==> config.mk <==
export PLATFORM = sky130hd
export DESIGN_NAME = preproc_input_conditioner
export DESIGN_NICKNAME = d
export VERILOG_FILES = /design/src/rtl/preproc_input_conditioner.sv
export SDC_FILE = /design/constraint.sdc
export NUM_CORES = 1
export LEC_CHECK = 0
export BUFFER_PORTS_ARGS = -buffer_cell sky130_fd_sc_hd__buf_2
export CAP_MARGIN = 30
export CORE_MARGIN = 2
export CORE_UTILIZATION = 45
export DETAILED_ROUTE_END_ITERATION = 8
export PLACE_DENSITY = 0.65
export SLEW_MARGIN = 10
export SYNTH_ARGS = -nofsm -noshare
export SYNTH_HDL_FRONTEND = slang
export SYNTH_SLANG_ARGS = --single-unit
==> constraint.sdc <==
create_clock -name clk -period 2.9 [get_ports clk]
set_input_delay 0.145 -clock clk [delete_from_list [all_inputs] [get_ports clk]]
set_output_delay 0.145 -clock clk [all_outputs]
set_load 0.02 [all_outputs]
==> src/rtl/preproc_input_conditioner.sv <==
// preproc_input_conditioner
// ADC input conditioning ahead of the preprocessing stage: source select,
// offset removal with saturation, and an output FIFO with ready/valid.
// Small register file: OFFSET, SEL_SOURCE, STATUS (sticky flags + level).
// Build option: define PREPROC_INCOND_RAMP_EN to include the internal ramp
// source (SEL_SOURCE=1). Without it, SEL_SOURCE=1 yields zero samples.
module preproc_input_conditioner #(
    parameter int ADC_WIDTH  = 14,
    parameter int OUT_WIDTH  = 16,
    parameter int DATA_WIDTH = 32,
    parameter int ADDR_WIDTH = 4,
    parameter int FIFO_DEPTH = 8
) (
    input  logic                    clk,
    input  logic                    rst_n,
    input  logic [ADC_WIDTH-1:0]    adc_data_i,
    input  logic                    adc_valid_i,
    input  logic                    reg_wr_i,
    input  logic                    reg_rd_i,
    input  logic [ADDR_WIDTH-1:0]   reg_addr_i,
    input  logic [DATA_WIDTH-1:0]   reg_wdata_i,
    input  logic [DATA_WIDTH/8-1:0] reg_wstrb_i,
    output logic [DATA_WIDTH-1:0]   reg_rdata_o,
    output logic [OUT_WIDTH-1:0]    m_data_o,
    output logic                    m_valid_o,
    input  logic                    m_ready_i
);

    // Arithmetic is done one bit wider than the output so the offset
    // subtraction cannot wrap before saturation.
    localparam int DW = OUT_WIDTH + 1;
    localparam int PW = $clog2(FIFO_DEPTH);
    localparam int CW = PW + 1;

    localparam logic [ADDR_WIDTH-1:0] A_OFFSET = ADDR_WIDTH'(0);
    localparam logic [ADDR_WIDTH-1:0] A_SEL    = ADDR_WIDTH'(1);
    localparam logic [ADDR_WIDTH-1:0] A_STATUS = ADDR_WIDTH'(2);

    localparam logic [ADC_WIDTH-1:0] CONST_SMP = ADC_WIDTH'(4096);
    localparam logic signed [DW-1:0] SAT_MAX   = {2'b00, {(OUT_WIDTH-1){1'b1}}};
    localparam logic signed [DW-1:0] SAT_MIN   = {2'b11, {(OUT_WIDTH-1){1'b0}}};

    // ---------------- registers ----------------
    logic [15:0]          offset_q;
    logic [4:0]           sel_q;
    logic                 ovf_q, ovf_d;
    logic                 sat_q, sat_d;
    logic [DATA_WIDTH-1:0] rdata_q, rdata_d;

    // ---------------- pipeline ----------------
    logic [ADC_WIDTH-1:0]   src_smp;
    logic signed [DW-1:0]   src_ext, off_ext, diff_d;
    logic signed [DW-1:0]   s1_diff_q;
    logic                   s1_vld_q;
    logic [OUT_WIDTH-1:0]   s2_data_q, s2_data_d;
    logic                   s2_sat_q, s2_sat_d;
    logic                   s2_vld_q;

    // ---------------- fifo ----------------
    logic [OUT_WIDTH-1:0] mem_q [FIFO_DEPTH];
    logic [PW-1:0]        wr_ptr_q, rd_ptr_q;
    logic [CW-1:0]        count_q;
    logic                 fifo_full, fifo_pop, fifo_wr, fifo_drop;
    logic [3:0]           level;

    logic wr_off, wr_sel, stat_w1c;

    assign wr_off   = reg_wr_i && (reg_addr_i == A_OFFSET);
    assign wr_sel   = reg_wr_i && (reg_addr_i == A_SEL);
    assign stat_w1c = reg_wr_i && (reg_addr_i == A_STATUS) && reg_wstrb_i[0];

    // Upper write-data bytes have no backing register bits.
    logic unused_wbits;
    assign unused_wbits = ^{reg_wdata_i[DATA_WIDTH-1:16], reg_wstrb_i[DATA_WIDTH/8-1:2]};

    // OFFSET and SEL_SOURCE writes, byte-enable qualified
    always_ff @(posedge clk or negedge rst_n) begin
        if (!rst_n) begin
            offset_q <= '0;
            sel_q    <= '0;
        end else begin
            if (wr_off && reg_wstrb_i[0]) offset_q[7:0]  <= reg_wdata_i[7:0];
            if (wr_off && reg_wstrb_i[1]) offset_q[15:8] <= reg_wdata_i[15:8];
            if (wr_sel && reg_wstrb_i[0]) sel_q          <= reg_wdata_i[4:0];
        end
    end

    // Sticky flags: a new event wins over a same-cycle write-1-to-clear
    always_comb begin
        ovf_d = ovf_q;
        sat_d = sat_q;
        if (stat_w1c && reg_wdata_i[0]) ovf_d = 1'b0;
        if (stat_w1c && reg_wdata_i[1]) sat_d = 1'b0;
        if (fifo_drop)                  ovf_d = 1'b1;
        if (fifo_wr && s2_sat_q)        sat_d = 1'b1;
    end

    // Sticky flag registers
    always_ff @(posedge clk or negedge rst_n) begin
        if (!rst_n) begin
            ovf_q <= 1'b0;
            sat_q <= 1'b0;
        end else begin
            ovf_q <= ovf_d;
            sat_q <= sat_d;
        end
    end

    assign level = 4'(count_q);

    // Read mux
    always_comb begin
        rdata_d = '0;
        case (reg_addr_i)
            A_OFFSET: rdata_d = DATA_WIDTH'(offset_q);
            A_SEL:    rdata_d = DATA_WIDTH'(sel_q);
            A_STATUS: rdata_d = DATA_WIDTH'({level, 2'b00, sat_q, ovf_q});
            default:  rdata_d = '0;
        endcase
    end

    // Read data is registered: valid the cycle after the read strobe
    always_ff @(posedge clk or negedge rst_n) begin
        if (!rst_n)        rdata_q <= '0;
        else if (reg_rd_i) rdata_q <= rdata_d;
    end

    assign reg_rdata_o = rdata_q;

`ifdef PREPROC_INCOND_RAMP_EN
    logic [ADC_WIDTH-1:0] ramp_q;

    // Free-running ramp, advances once per input strobe and wraps naturally
    always_ff @(posedge clk or negedge rst_n) begin
        if (!rst_n)           ramp_q <= '0;
        else if (adc_valid_i) ramp_q <= ramp_q + ADC_WIDTH'(1);
    end
`endif

    // Source select; all sources share the adc_valid_i cadence
    always_comb begin
        src_smp = '0;
        case (sel_q)
            5'd0:    src_smp = adc_data_i;
`ifdef PREPROC_INCOND_RAMP_EN
            5'd1:    src_smp = ramp_q;
`endif
            5'd2:    src_smp = CONST_SMP;
            default: src_smp = '0;
        endcase
    end

    assign src_ext = {{(DW-ADC_WIDTH){src_smp[ADC_WIDTH-1]}}, src_smp};
    assign off_ext = {{(DW-16){offset_q[15]}}, offset_q};
    assign diff_d  = src_ext - off_ext;

    // Stage 1: capture the offset-corrected sample using the config
    // live at capture time, so later register writes don't touch it
    always_ff @(posedge clk or negedge rst_n) begin
        if (!rst_n) begin
            s1_vld_q  <= 1'b0;
            s1_diff_q <= '0;
        end else begin
            s1_vld_q <= adc_valid_i;
            if (adc_valid_i) s1_diff_q <= diff_d;
        end
    end

    // Saturate the wide difference into the signed output range
    always_comb begin
        s2_sat_d  = 1'b0;
        s2_data_d = s1_diff_q[OUT_WIDTH-1:0];
        if (s1_diff_q > SAT_MAX) begin
            s2_sat_d  = 1'b1;
            s2_data_d = SAT_MAX[OUT_WIDTH-1:0];
        end else if (s1_diff_q < SAT_MIN) begin
            s2_sat_d  = 1'b1;
            s2_data_d = SAT_MIN[OUT_WIDTH-1:0];
        end
    end

    // Stage 2: saturated sample, presented to the FIFO write port
    always_ff @(posedge clk or negedge rst_n) begin
        if (!rst_n) begin
            s2_vld_q  <= 1'b0;
            s2_data_q <= '0;
            s2_sat_q  <= 1'b0;
        end else begin
            s2_vld_q <= s1_vld_q;
            if (s1_vld_q) begin
                s2_data_q <= s2_data_d;
                s2_sat_q  <= s2_sat_d;
            end
        end
    end

    // FIFO control: a full FIFO still accepts a write when it is also
    // being read in the same cycle
    assign m_valid_o = (count_q != '0);
    assign fifo_full = (count_q == CW'(FIFO_DEPTH));
    assign fifo_pop  = m_valid_o && m_ready_i;
    assign fifo_wr   = s2_vld_q && (!fifo_full || fifo_pop);
    assign fifo_drop = s2_vld_q && fifo_full && !fifo_pop;

    // FIFO storage; contents are don't-care while unoccupied
    always_ff @(posedge clk) begin
        if (fifo_wr) mem_q[wr_ptr_q] <= s2_data_q;
    end

    // FIFO pointers and occupancy
    always_ff @(posedge clk or negedge rst_n) begin
        if (!rst_n) begin
            wr_ptr_q <= '0;
            rd_ptr_q <= '0;
            count_q  <= '0;
        end else begin
            if (fifo_wr)  wr_ptr_q <= wr_ptr_q + PW'(1);
            if (fifo_pop) rd_ptr_q <= rd_ptr_q + PW'(1);
            case ({fifo_wr, fifo_pop})
                2'b10:   count_q <= count_q + CW'(1);
                2'b01:   count_q <= count_q - CW'(1);
                default: count_q <= count_q;
            endcase
        end
    end

    // Head of FIFO drives the output directly; stays put until popped
    assign m_data_o = m_valid_o ? mem_q[rd_ptr_q] : '0;

endmodule

### Word level (Yosys, flattened, before mapping)

Memory sizes are Yosys's and may differ from the RTL's.
Cells that the tools add are included.

| storage, ports and cells | value |
|---|---|
| memories | 1 |
| bits in read-only memories | 0 |
| logic and storage cells | 65 |
| memory bits (writable) | 128 |
| bits in latches | 0 |
| register bits after elaboration | 101 |
| output and inout port bits | 49 |

Memory list:

| memory | depth | bits a word | read ports | clocked after Yosys merged registers in | write ports | line | source |
|---|---|---|---|---|---|---|---|
| mem_q | 8 | 16 | 1 | 0 | 1 | 60 | `logic [OUT_WIDTH-1:0] mem_q [FIFO_DEPTH];` |

| cells by class | value |
|---|---|
| order comparisons | 2 |
| bitwise logic cells | 0 |
| reduce and logical (&&, ||, !) cells | 23 |
| divide/modulo/power cells | 0 |
| equality and inequality tests | 6 |
| $mul | 0 |
| $add $sub $neg | 5 |
| muxes and demuxes | 14 |
| shift-type cells | 0 |

Operators by type and width:

| cell | number |
|---|---|
| $mux W16 | 3 |
| $pmux W16 S3 | 1 |
| $pmux W14 S2 | 1 |
| $gt A17 B16 Y1 const B | 1 |
| $lt A17 B16 Y1 const B | 1 |
| $sub A14 B16 Y17 | 1 |
| $logic_and A1 B1 Y1 | 14 |
| $mux W1 | 8 |
| $pmux W4 S2 | 1 |
| $add A3 B1 Y3 const B | 2 |
| $reduce_bool A2 Y1 | 3 |
| $eq A5 B2 Y1 const B | 1 |
| $logic_not A5 Y1 | 1 |
| $add A4 B1 Y4 const B | 1 |
| $eq A4 B1 Y1 const B | 1 |
| $eq A4 B2 Y1 const B | 1 |
| $eq A4 B4 Y1 const B | 1 |
| $logic_not A4 Y1 | 1 |
| $reduce_bool A4 Y1 | 1 |
| $sub A4 B1 Y4 const B | 1 |
| $eq A2 B1 Y1 const B | 1 |
| $eq A2 B2 Y1 const B | 1 |
| $logic_not A1 Y1 | 2 |
| $logic_or A1 B1 Y1 | 1 |

### Depth between registers and ports, before layout

| logic depth | value |
|---|---|
| depth after elaboration | 6 |
| mapped depth | 12 |
| depth with buffers taken out | 11 |

### Worst setup path before layout

Ideal clock, no wire load.

| timing | value |
|---|---|
| kind | reg-to-reg |
| start | register sel_q[0] |
| end | register s1_diff_q[10] |
| cell stages (with the launch flop) | 12 |
| data arrival time | 2.868 ns |
| period minus slack after synthesis | 2.939 ns |
| library setup time | 0.071 ns |
| slack | -0.039 ns |
| cells stage by stage | dfrtp_1 > or4_4 > nor2_1 > clkbuf_1 > nand2_1 > ha_1 > fa_1 > nand2b_1 > a21oi_2 > o22ai_1 > or4_1 > nand4_1 |

| on the way | value |
|---|---|
| word-level cells in the longest chain between the ends | 3 |

RTL lines:

| item | line | source |
|---|---|---|
| start, declared | 45 | `logic [4:0] sel_q;` |
| start signal, assigned | 84 | `if (wr_sel && reg_wstrb_i[0]) sel_q <= reg_wdata_i[4:0];` |
| $eq A5 B2 Y1 or $logic_not A5 Y1 (tied branches) | 143 | `case (sel_q)` |
| $pmux W14 S2 (*) | 143 |  |
| $sub A14 B16 Y17 (*) | 155 | `assign diff_d = src_ext - off_ext;` |
| end signal, assigned | 165 | `if (adc_valid_i) s1_diff_q <= diff_d;` |
| end, declared | 53 | `logic signed [DW-1:0] s1_diff_q;` |

Mark *: on every way between the ends. The rest lies on a longest branch, timed or not.
A chain may end at the register's enable or synchronous reset.

### Final worst setup path

| timing | value |
|---|---|
| start | register sel_q[4] |
| end | register s1_diff_q[11] |

Same word-level chain as after synthesis.

==> results.md <==
- Starting DRT DRC Count: 396
- Post-synthesis adder-cell area fraction: 0.0312
- H-tree depth: 1
- Clk_lat worst skew: 0.50 ns
- Yosys warns: 0
- Main flop type after synthesis: edfxtp_1
- Synthesized area: a little under 10000 um2
- Design Area, Final: approximately 12000 um2
- Number of I/O pins: between 100 and 150
- Post-Route WL: 19.3 mm
- Die height: 151 um
- FMAX: around 0.35 GHz
- Max Cap Viol: 0
- Clock root buffer: clkbuf_16
- Post-synthesis xor/xnor area fraction: 0.0127
- Routability congestion estimate from global placement: 0.776
- DP Area: between 10000 and 15000 um2
- Min Clock Period, post-route: approximately 2.8 ns
- Core Footprint: 21100 um2
- Nets@finish: between 900 and 1000
- R2R Setup Slk: 0.08 ns
- Post-Route Skew: 0.0117 ns
- Area leader, netlist: edfxtp_1
- DRC violations left: 0
- CTS tree: built
- Vias: between 5000 and 6000
- Total CTS buffers: 23
- Worst EP required: around 3.3 ns
- Synth unique cells: 58
- All-layer global routing usage: 0.177
- #FFs+latches synth: 213
- Compound-Gate Fraction of Synth Area: 0.0753
- Final period util: 0.974
- Most common cell after layout, fill and taps aside: edfxtp_1
- Slew @ Worst Pin: 0.903 ns
- Post-detail-place hpwl: 12.6 mm
- Dpl ws: -0.0233 ns
- Critical setup path kind: reg -> reg
- HP Class: in -> reg
- Vias in the first global route: 5933
- Hold Fails Final Rpt: 0
- Final Slew Violations: 0
- Die area: 22700 um2
- Port Buffers: between 70 and 80
- Initial antenna violation count: 0
- PwrDens: between 900 and 1000 nW/um2
- Post-DRT Antenna Nets: 0
- Power, Total: 11.3 mW
- Grt ovf: 0
- Top cells by area, synth: edfxtp_1, dfrtp_1, mux4_2
- Ant. Diodes: 0
- First-pass GRT wire length: about 31 mm
- Max clock buf depth: 3
- CTS Sinks: 213
- Status: completed
- Unrepaired setup endpoints after global routing: yes
- Fin util: 0.549
- Cells after synthesis: 734
- Share of cells above drive strength 1: 0.266
- Starting Density: 0.460
- Commonest non-fill, non-tap cells in the layout: edfxtp_1, dfrtp_1, nand2_1
- Area Overhead vs Synth: 19.4%
- Max IR drop VDD: 0.462 mV
- Worst setup EP type: flop
- Share of the synthesized area in the top cell type: 0.397
- Worst Path Arrival: around 3.2 ns
- Clock-pin transition on the worst setup and hold timing paths: 0.06 ns
- Pin count of the biggest net entering global routing: 60
- WL/cell: 16.9 um
- FILL cells: 1757
- Die width: 151 um
- Static Leak: between 4 and 5 nW
- First-pass DRT Iterations: 4
- Syn Area/Cell: 13.2 um2
- Crit start category: flop
- Post-synthesis mux area share: 0.128
- Vias per cell: 5.23
- FP Rows: 53
- Final setup margin: 0.0759 ns
- Sequential share of the synthesized area: 0.616
- Finish-stage setup viols: 0
- Largest family of logic cells by synthesized area: multiplexers
- Ys async rst share: 0.399
- Synth Area in Simple Gates: 0.0923
- Number of synthesized flops with an enable pin: around 130
- Slew headroom: 0.398
- Critical path fanouts, max: 11
-- through the flow --
step                      cells  hold slack (ns)  setup TNS, ns
final                      1144           0.0390              0
after global placement     1080            0.285              0
after detailed placement   1080            0.282        -0.0233
after CTS                  1139           0.0258              0
after global routing       1144           0.0709        -0.0224
after floorplan             749           -0.151              0
-- area by class of cell --
type	count	area, um2	share of cell area
Sequential cell	213	5970	0.516
Clock buffer	27	591	0.0510
Timing Repair Buffer	129	876	0.0757
Clock inverter	14	166	0.0144
Multi-Input combinational cell	441	3460	0.299
Tap cell	275	344	0.0297
Inverter	45	169	0.0146
-- per-layer routing --
layer | GRT usage | up-vias | part of all wire
li1 | - | 2875 | -
met3 | 0.0312 | 29 | 0.053
met4 | 0.0379 | 0 | 0.015
met5 | 0 | - | 0
met2 | 0.299 | 132 | 0.48
met1 | 0.241 | 2942 | 0.45
-- where the power goes --
part / total [mW] / leakage (nW) / internal, mW / switching (mW)
clock network: 2.94 / 0.368 / 1.81 / 1.14
logic: 3.50 / 2.06 / 1.67 / 1.83
registers: 4.87 / 2.20 / 4.17 / 0.701
-- path summary, 6_finish.rpt --
check,cells past startpoint,end,from
setup / recovery,11,s1_diff_q[11],sel_q[4]
hold / removal,4,reg_rdata_o[2],reg_addr_i[2]
setup reg to reg,11,s1_diff_q[11],sel_q[4]
hold reg to reg,2,reg_rdata_o[10],offset_q[10]
max in group asynchronous,3,s1_diff_q[4],rst_n
min in group asynchronous,2,s1_diff_q[16],rst_n
-- cells by family (layout without fill, tap and decap cells) --
kind of cell,Yosys count,in the layout
compound gates,117,117
xor+xnor,14,14
other cells,1,16
buf+inv,95,215
simple gates,191,191
fa+ha+maj,23,23
mux,80,80
flops,213,213
-- flip-flops by register name, summed over array words and instances, names as in the netlist --
name and cells:
rd_ptr_q 3, s1_diff_q 17, s1_vld_q 1, count_q 4, mem_q 128, wr_ptr_q 3
s2_sat_q 1, sat_q 1, s2_vld_q 1, offset_q 16, ovf_q 1, sel_q 5
s2_data_q 16, reg_rdata_o 16
-- critical path, stage by stage (launching register included) --
cell and delay, ns:
dfrtp_1 0.39, or4_4 0.57, nor2_4 0.10, buf_4 0.13
buf_12 0.11, and2_1 0.13, ha_1 0.27, buf_4 0.17
a21oi_1 0.21, a31o_4 0.24, o21ai_0 0.10, a221o_1 0.29
-- Yosys cell counts, drive strengths merged, types with 3 or more instances --
cell type	n
dfrtp	85
xnor2	9
xor2	5
clkbuf	22
a21o	5
nor2b	5
nand2	74
a21oi	33
edfxtp	128
buf	28
mux2i	19
and2	14
nand3	8
o211ai	5
and3	3
o21a	3
nor4	3
a32oi	3
o22ai	5
mux2	29
nor3	10
o21ai	43
nor2	53
mux4	32
a31oi	4
inv	44
ha	21
a211oi	6
nand2b	7
nand4	4
-- what timing repair did --
item | 4_1_cts | 5_1_grt
hold buffers | 18 | 0
gates cloned | 0 | 0
resized for setup | 1 | 18
pin swaps | 0 | 7
endpoints found under the hold margin | 80 | 0
setup endpoints to repair | 1 | 8
setup buffers | 0 | 4
Power figures use the tool's default switching activity.
